File: config.mk
export PLATFORM = sky130hd
export DESIGN_NAME = rd_sub8p
export DESIGN_NICKNAME = d
export VERILOG_FILES = /design/src/rtl/rd_pkg.sv /design/src/rtl/rd_prefix_cell.sv /design/src/rtl/rd_sub8p.sv
export SDC_FILE = /design/constraint.sdc
export NUM_CORES = 1
export LEC_CHECK = 0
export BUFFER_PORTS_ARGS = -buffer_cell sky130_fd_sc_hd__buf_4
export CORE_ASPECT_RATIO = 0.8
export CORE_MARGIN = 3
export CORE_UTILIZATION = 45
export CTS_BUF_LIST = sky130_fd_sc_hd__clkbuf_8
export CTS_CLUSTER_SIZE = 20
export DETAILED_ROUTE_END_ITERATION = 16
export PLACE_DENSITY = 0.71
export SLEW_MARGIN = 30
export SYNTH_ARGS = -nofsm -noshare
export SYNTH_HDL_FRONTEND = slang
export SYNTH_SLANG_ARGS = --single-unit
File: constraint.sdc
create_clock -name clk -period 1.8 [get_ports clk]
set_clock_uncertainty 0.1 [all_clocks]
set_input_delay 0.18 -clock clk [delete_from_list [all_inputs] [get_ports clk]]
set_output_delay 0.18 -clock clk [all_outputs]
set_load 0.01 [all_outputs]
File: src/rtl/rd_pkg.sv
`default_nettype none
// ============================================================================
// Module      : rd_pkg
// Description : Shared constants and types for the recursive-doubling
//               subtractor (and its companion adder).
// Revision    : 1.0  initial release
// ============================================================================
package rd_pkg;

  localparam int RD_WIDTH  = 8;
  localparam int RD_LEVELS = 3;
  // Input register + one register per prefix level + output register.
  localparam int RD_LAT    = RD_LEVELS + 2;

  // Per-stage generate/propagate vector pair.
  typedef struct packed {
    logic [RD_WIDTH-1:0] g;
    logic [RD_WIDTH-1:0] p;
  } rd_gp_t;

endpackage
`default_nettype wire

File: src/rtl/rd_prefix_cell.sv
`default_nettype none
// ============================================================================
// Module      : rd_prefix_cell
// Description : Combinational black cell of a generate/propagate prefix tree:
//               merges a high group (g_hi, p_hi) with the adjacent lower group
//               (g_lo, p_lo).
// Revision    : 1.0  initial release
// ============================================================================
module rd_prefix_cell (
  input  logic g_hi,
  input  logic p_hi,
  input  logic g_lo,
  input  logic p_lo,
  output logic g,
  output logic p
);

  assign g = g_hi | (p_hi & g_lo);
  assign p = p_hi & p_lo;

endmodule
`default_nettype wire

File: src/rtl/rd_sub8p.sv
`default_nettype none
// ============================================================================
// Module      : rd_sub8p
// Description : Pipelined recursive-doubling subtractor, diff = a - b with
//               unsigned borrow. Input register, one prefix level per stage,
//               registered output; a valid bit rides along and en freezes
//               the whole pipe.
//               Optional: define RD_SUB_OVF_EN to add the signed-overflow
//               output ovf.
// Revision    : 1.0  initial release
// ============================================================================
module rd_sub8p
  import rd_pkg::*;
#(
  parameter int WIDTH = RD_WIDTH
) (
  input  logic             clk,
  input  logic             reset,
  input  logic             en,
  input  logic             valid_in,
  input  logic [WIDTH-1:0] a,
  input  logic [WIDTH-1:0] b,
  output logic             valid_out,
  output logic [WIDTH-1:0] diff,
  output logic             borrow
`ifdef RD_SUB_OVF_EN
  ,
  output logic             ovf
`endif
);

  localparam int LEVELS = $clog2(WIDTH);

  // Stage S0: registered operands
  logic [WIDTH-1:0]            r_a;
  logic [WIDTH-1:0]            r_b;
  // Valid chain: bit 0 = S0, bit LEVELS+1 = output stage
  logic [LEVELS+1:0]           r_v;

  // Bit-level g/p formed from the S0 registers (carry-in folded into bit 0)
  logic [WIDTH-1:0]            w_g0;
  logic [WIDTH-1:0]            w_p0;

  // Prefix-level registers (S1..S<LEVELS>) and the pipelined bit propagate
  logic [LEVELS:1][WIDTH-1:0]  r_g;
  logic [LEVELS:1][WIDTH-1:0]  r_p;
  logic [LEVELS:1][WIDTH-1:0]  r_pb;

  // Source of each level (level k reads w_sg[k-1]) and its combinational result
  logic [LEVELS-1:0][WIDTH-1:0] w_sg;
  logic [LEVELS-1:0][WIDTH-1:0] w_sp;
  logic [LEVELS:1][WIDTH-1:0]   w_ng;
  logic [LEVELS:1][WIDTH-1:0]   w_np;

  // Output stage
  logic [WIDTH-1:0]            r_diff;
  logic                        r_borrow;

  // The group propagate of the last level has no consumer.
  logic                        w_unused_p;
  assign w_unused_p = ^r_p[LEVELS];

  // a + ~b + 1: generate/propagate per bit; the +1 acts as a generate below bit 0
  always_comb begin
    w_g0    = r_a & ~r_b;
    w_p0    = r_a ^ ~r_b;
    w_g0[0] = w_g0[0] | w_p0[0];
  end

  // Route each level's input: level 1 from S0 logic, later levels from registers
  always_comb begin
    w_sg[0] = w_g0;
    w_sp[0] = w_p0;
    for (int k = 1; k < LEVELS; k++) begin
      w_sg[k] = r_g[k];
      w_sp[k] = r_p[k];
    end
  end

  // One recursive-doubling level per stage, distance 1, 2, 4, ...
  for (genvar k = 1; k <= LEVELS; k++) begin : g_lvl
    localparam int D = 1 << (k - 1);
    for (genvar i = 0; i < WIDTH; i++) begin : g_bit
      if (i >= D) begin : g_cell
        rd_prefix_cell u_cell (
          .g_hi (w_sg[k-1][i]),
          .p_hi (w_sp[k-1][i]),
          .g_lo (w_sg[k-1][i-D]),
          .p_lo (w_sp[k-1][i-D]),
          .g    (w_ng[k][i]),
          .p    (w_np[k][i])
        );
      end else begin : g_pass
        assign w_ng[k][i] = w_sg[k-1][i];
        assign w_np[k][i] = w_sp[k-1][i];
      end
    end
  end

  // Pipeline registers: reset clears everything, en=0 freezes every stage
  always_ff @(posedge clk) begin
    if (reset) begin
      r_a      <= '0;
      r_b      <= '0;
      r_v      <= '0;
      r_g      <= '0;
      r_p      <= '0;
      r_pb     <= '0;
      r_diff   <= '0;
      r_borrow <= 1'b0;
    end else if (en) begin
      r_a <= a;
      r_b <= b;
      r_v <= {r_v[LEVELS:0], valid_in};
      for (int k = 1; k <= LEVELS; k++) begin
        r_g[k] <= w_ng[k];
        r_p[k] <= w_np[k];
      end
      r_pb[1] <= w_p0;
      for (int k = 2; k <= LEVELS; k++) begin
        r_pb[k] <= r_pb[k-1];
      end
      // Sum bit i is propagate xor carry into bit i; carry into bit 0 is 1.
      r_diff   <= {r_pb[LEVELS][WIDTH-1:1] ^ r_g[LEVELS][WIDTH-2:0], ~r_pb[LEVELS][0]};
      r_borrow <= ~r_g[LEVELS][WIDTH-1];
    end
  end

`ifdef RD_SUB_OVF_EN
  logic r_ovf;

  // Signed overflow: carry into the MSB differs from carry out of it
  always_ff @(posedge clk) begin
    if (reset) begin
      r_ovf <= 1'b0;
    end else if (en) begin
      r_ovf <= r_g[LEVELS][WIDTH-2] ^ r_g[LEVELS][WIDTH-1];
    end
  end

  assign ovf = r_ovf;
`endif

  assign valid_out = r_v[LEVELS+1];
  assign diff      = r_diff;
  assign borrow    = r_borrow;

endmodule
`default_nettype wire

==> parameters.txt <==
Parameter                              Value

Die
  Placement row count ... 28
  Core area ... 7497 sq um
  Top-Level Pins ... 30
  Width of the die ... 104.8 microns
  Starting density of the core ... 46.83%
  Vert. Die Dim ... 85.01 microns
  Die ar. ... 8905 sq um

Global route
  Aggregate global-route resource usage ... 15.19%
  Initial antenna violation count ... 0
  Vias in the first global route ... 2301
  Residual overflow from global routing ... 0
  Global-route wire length before repair ... 11100 microns
  Largest net degree at the start of global routing ... 38

Clock tree
  Total setup buffers inserted after CTS ... 0
  Number of levels in the clock H-tree ... 3
  Clock sinks ... 88
  Hold-fix buffer count after cts ... 17
  Register clock-pin slew on the reported worst setup and hold paths ... 0.09 ns
  CTS Buf Count ... 9
  Post-cts resize count ... 0
  Clock tree from TritonCTS ... built
  Buffer levels on the longest clock path ... 2
  Root Buffer Master ... sky130_fd_sc_hd__clkbuf_8
  Clock latency on the worst-skew pair ... 0.35 ns

Job
  Max cap viols ... 0

Yosys
  Most repeated cell in the gate-level netlist after synthesis ... sky130_fd_sc_hd__dfxtp_1
  Asr flop ratio synth ... 0%
  Dominant cells by area after synthesis ... sky130_fd_sc_hd__dfxtp_1 (50%), sky130_fd_sc_hd__mux2i_1 (15%), sky130_fd_sc_hd__a211oi_2 (9.3%)
  Number of synthesized flops with an enable pin ... 0
  Post-synthesis xor/xnor area fraction ... 1.746%
  Simple-gate portion of the synthesized area ... 11.72%
  Synth Area in Compound Gates ... 13.40%
  Number of cells produced by synthesis ... 339
  Multiplexer fraction of the synthesized cell area ... 14.54%
  Cell type contributing the most total cell area after synthesis ... sky130_fd_sc_hd__dfxtp_1
  Cell area after technology mapping ... 3511 sq um
  Post-synthesis adder-cell area fraction ... 2.851%
  Top flip-flop cell by instance count after synthesis ... sky130_fd_sc_hd__dfxtp_1
  Mean post-synth cell area ... 10.36 sq um
  Share of Yosys cell area claimed by the top area cell type ... 50.18%
  Total number of yosys warnings ... 0
  Seq cells post-synth ... 88
  Dominant combinational cell family by area after synthesis ... multiplexers
  Number of library cell types mapped by synthesis ... 15
  Most frequent cells after synthesis ... sky130_fd_sc_hd__dfxtp_1 (88), sky130_fd_sc_hd__nor2_1 (78), sky130_fd_sc_hd__mux2i_1 (51), sky130_fd_sc_hd__a211oi_2 (26), sky130_fd_sc_hd__a21oi_1 (26)
  Syn_nets ... 367
  Share of synthesized area occupied by flip-flops and latches ... 50.18%

STA
  Total Neg Setup Slack ... 0 ns
  Minimum clock period ... 1.265 ns
  RSZ-0062 raised after global routing ... false
  Post-route fraction of the period consumed by the critical path ... 70.29%
  Hold violation count in the final report ... 0
  Highest clock rate ... 790.3 MHz
  Transition time at the pin with the least slew margin ... 0.4263 ns
  Slew Limit Fails ... 0
  Worst max-slew margin expressed relative to the limit ... 71.58%
  Final setup viols ... 0

Detailed routing
  Via Count ... 2391
  Wire length after detailed routing ... 6314 microns
  Post-detailed-route via-to-cell ratio ... 4.890
  DRC violation total after the first TritonRoute iteration ... 91
  DRC Markers ... 0
  Router iterations before antenna repair ... 4
  Average wire per standard cell ... 12.91 microns
  ANT nets after route ... 0

Layout
  Ratio of cells with drive above 1 in the final layout ... 20.57%
  FF+latch area ... 1762 sq um
  Net count, final ... 407
  Diodes inserted ... 0
  Area overhead of the layout relative to synthesis ... 20.74%
  Design area ... 4239 sq um
  Area taken by multi-input logic gates ... 1554 sq um
  Fillcell total ... 662

Pwr
  Power per standard cell area ... 1030 nW/um^2
  Final Power ... 4368 uW
  Static leakage power ... 0.001741 uW
  Maximum vdd ir drop ... 0.6808 mV

Place
  Half-perimeter wire length after placement ... 4086 microns
  RD Place Congestion ... 0.7444
  Number of buffers added on ports ... 29
  Instance area after placement ... 3801 sq um

Setup path
  First element of the critical path ... r_b[5]
  Critical path type ... flop to flop
  Critical register-to-register path startpoint ... r_b[5]
  Kind of launch point of the worst setup path ... flop
  Setup slack, reg-to-reg ... 0.53 ns
  Worst path required time ... 1.97 ns
  Biggest fanout along the worst timing path ... 4
  Crit path capture type ... flop
  Arrival time at the worst endpoint ... 1.43 ns

Worst hold path
  Worst min-delay path startpoint ... reset
  Tightest Hold Check Type ... input pin to flop

Run status
  Outcome ... complete, no violations
report_power, final:
group          internal (uW)  switching [uW]  leakage, uW
registers               2060            76.4     0.000724
clock network           1060             688     0.000126
logic                    239             239     0.000892
total                   3360            1000      0.00174
kinds of logic after synthesis:
kind of cell	Yosys count
DFF	88
adders and majority gates	8
buffers and inverters	33
muxes	51
and+or+nand+nor	99
xor gates and xnor gates	7
AOI/OAI and AO/OA	53
sequential cells by signal (all words and copies together) (netlist names):
| register | cells |
|---|---|
| r_g | 24 |
| r_pb | 22 |
| r_p | 12 |
| diff | 8 |
| r_a | 8 |
| r_b | 8 |
| r_v | 5 |
| borrow | 1 |
placed cells by master (no fill, tap or decap):
cell	n
sky130_fd_sc_hd__dfxtp_1	88
sky130_fd_sc_hd__nor2_1	78
sky130_fd_sc_hd__mux2i_1	51
sky130_fd_sc_hd__buf_4	32
sky130_fd_sc_hd__a211oi_2	26
sky130_fd_sc_hd__a21oi_1	26
sky130_fd_sc_hd__dlygate4sd3_1	17
sky130_fd_sc_hd__nand2b_1	11
sky130_fd_sc_hd__nand3_1	10
sky130_fd_sc_hd__inv_1	9
sky130_fd_sc_hd__clkbuf_8	9
sky130_fd_sc_hd__ha_1	8
sky130_fd_sc_hd__xnor2_1	7
sky130_fd_sc_hd__bufinv_16	4
sky130_fd_sc_hd__buf_12	4
sky130_fd_sc_hd__clkinvlp_4	2
sky130_fd_sc_hd__a311oi_2	1
sky130_fd_sc_hd__clkinv_4	1
critical path, cell delays in order (launching register included):
cell,delay (ns)
sky130_fd_sc_hd__dfxtp_1,0.36
sky130_fd_sc_hd__inv_1,0.06
sky130_fd_sc_hd__ha_1,0.34
sky130_fd_sc_hd__a21oi_1,0.10
sky130_fd_sc_hd__a211oi_2,0.22
final cells by class:
type,count,area share (%)
well taps,105,3.099
flip-flops and latches,88,41.56
inverters,9,0.7969
repair buffers,53,11.57
clock inverters,7,3.394
multi-input cells,218,36.66
clock buffers,9,2.922
metal layers:
layer / GRT usage, % / up-vias / routed length, microns / share of wire [%]
li1: - / 1232 / - / -
met1: 21.97 / 1115 / 3320 / 53
met2: 22.02 / 39 / 2754 / 44
met3: 4.335 / 5 / 197 / 3.1
met4: 4.648 / 0 / 42 / 0.67
met5: 0 / - / 0 / 0
worst paths after layout:
path / to / depth (start not counted)
worst max-delay path: r_g[5] / 4
worst min-delay path: r_a[6] / 2
worst max register to register: r_g[5] / 4
worst min register to register: borrow / 1
stage by stage:
| step | util [%] | instances | hold WS, ns | worst slack [ns] |
|---|---|---|---|---|
| 2_1_floorplan | - | 339 | 0.2272 | 0.6876 |
| 3_3_place_gp | 50.70 | 456 | 0.3126 | 0.5798 |
| 3_5_place_dp | 50.70 | 456 | 0.3232 | 0.5414 |
| 4_1_cts | 56.54 | 489 | 0.1297 | 0.5317 |
| 5_1_grt | 56.54 | 489 | 0.1449 | 0.4468 |
| 6_report | 56.54 | 489 | 0.1383 | 0.5347 |
Power figures use the tool's default switching activity.
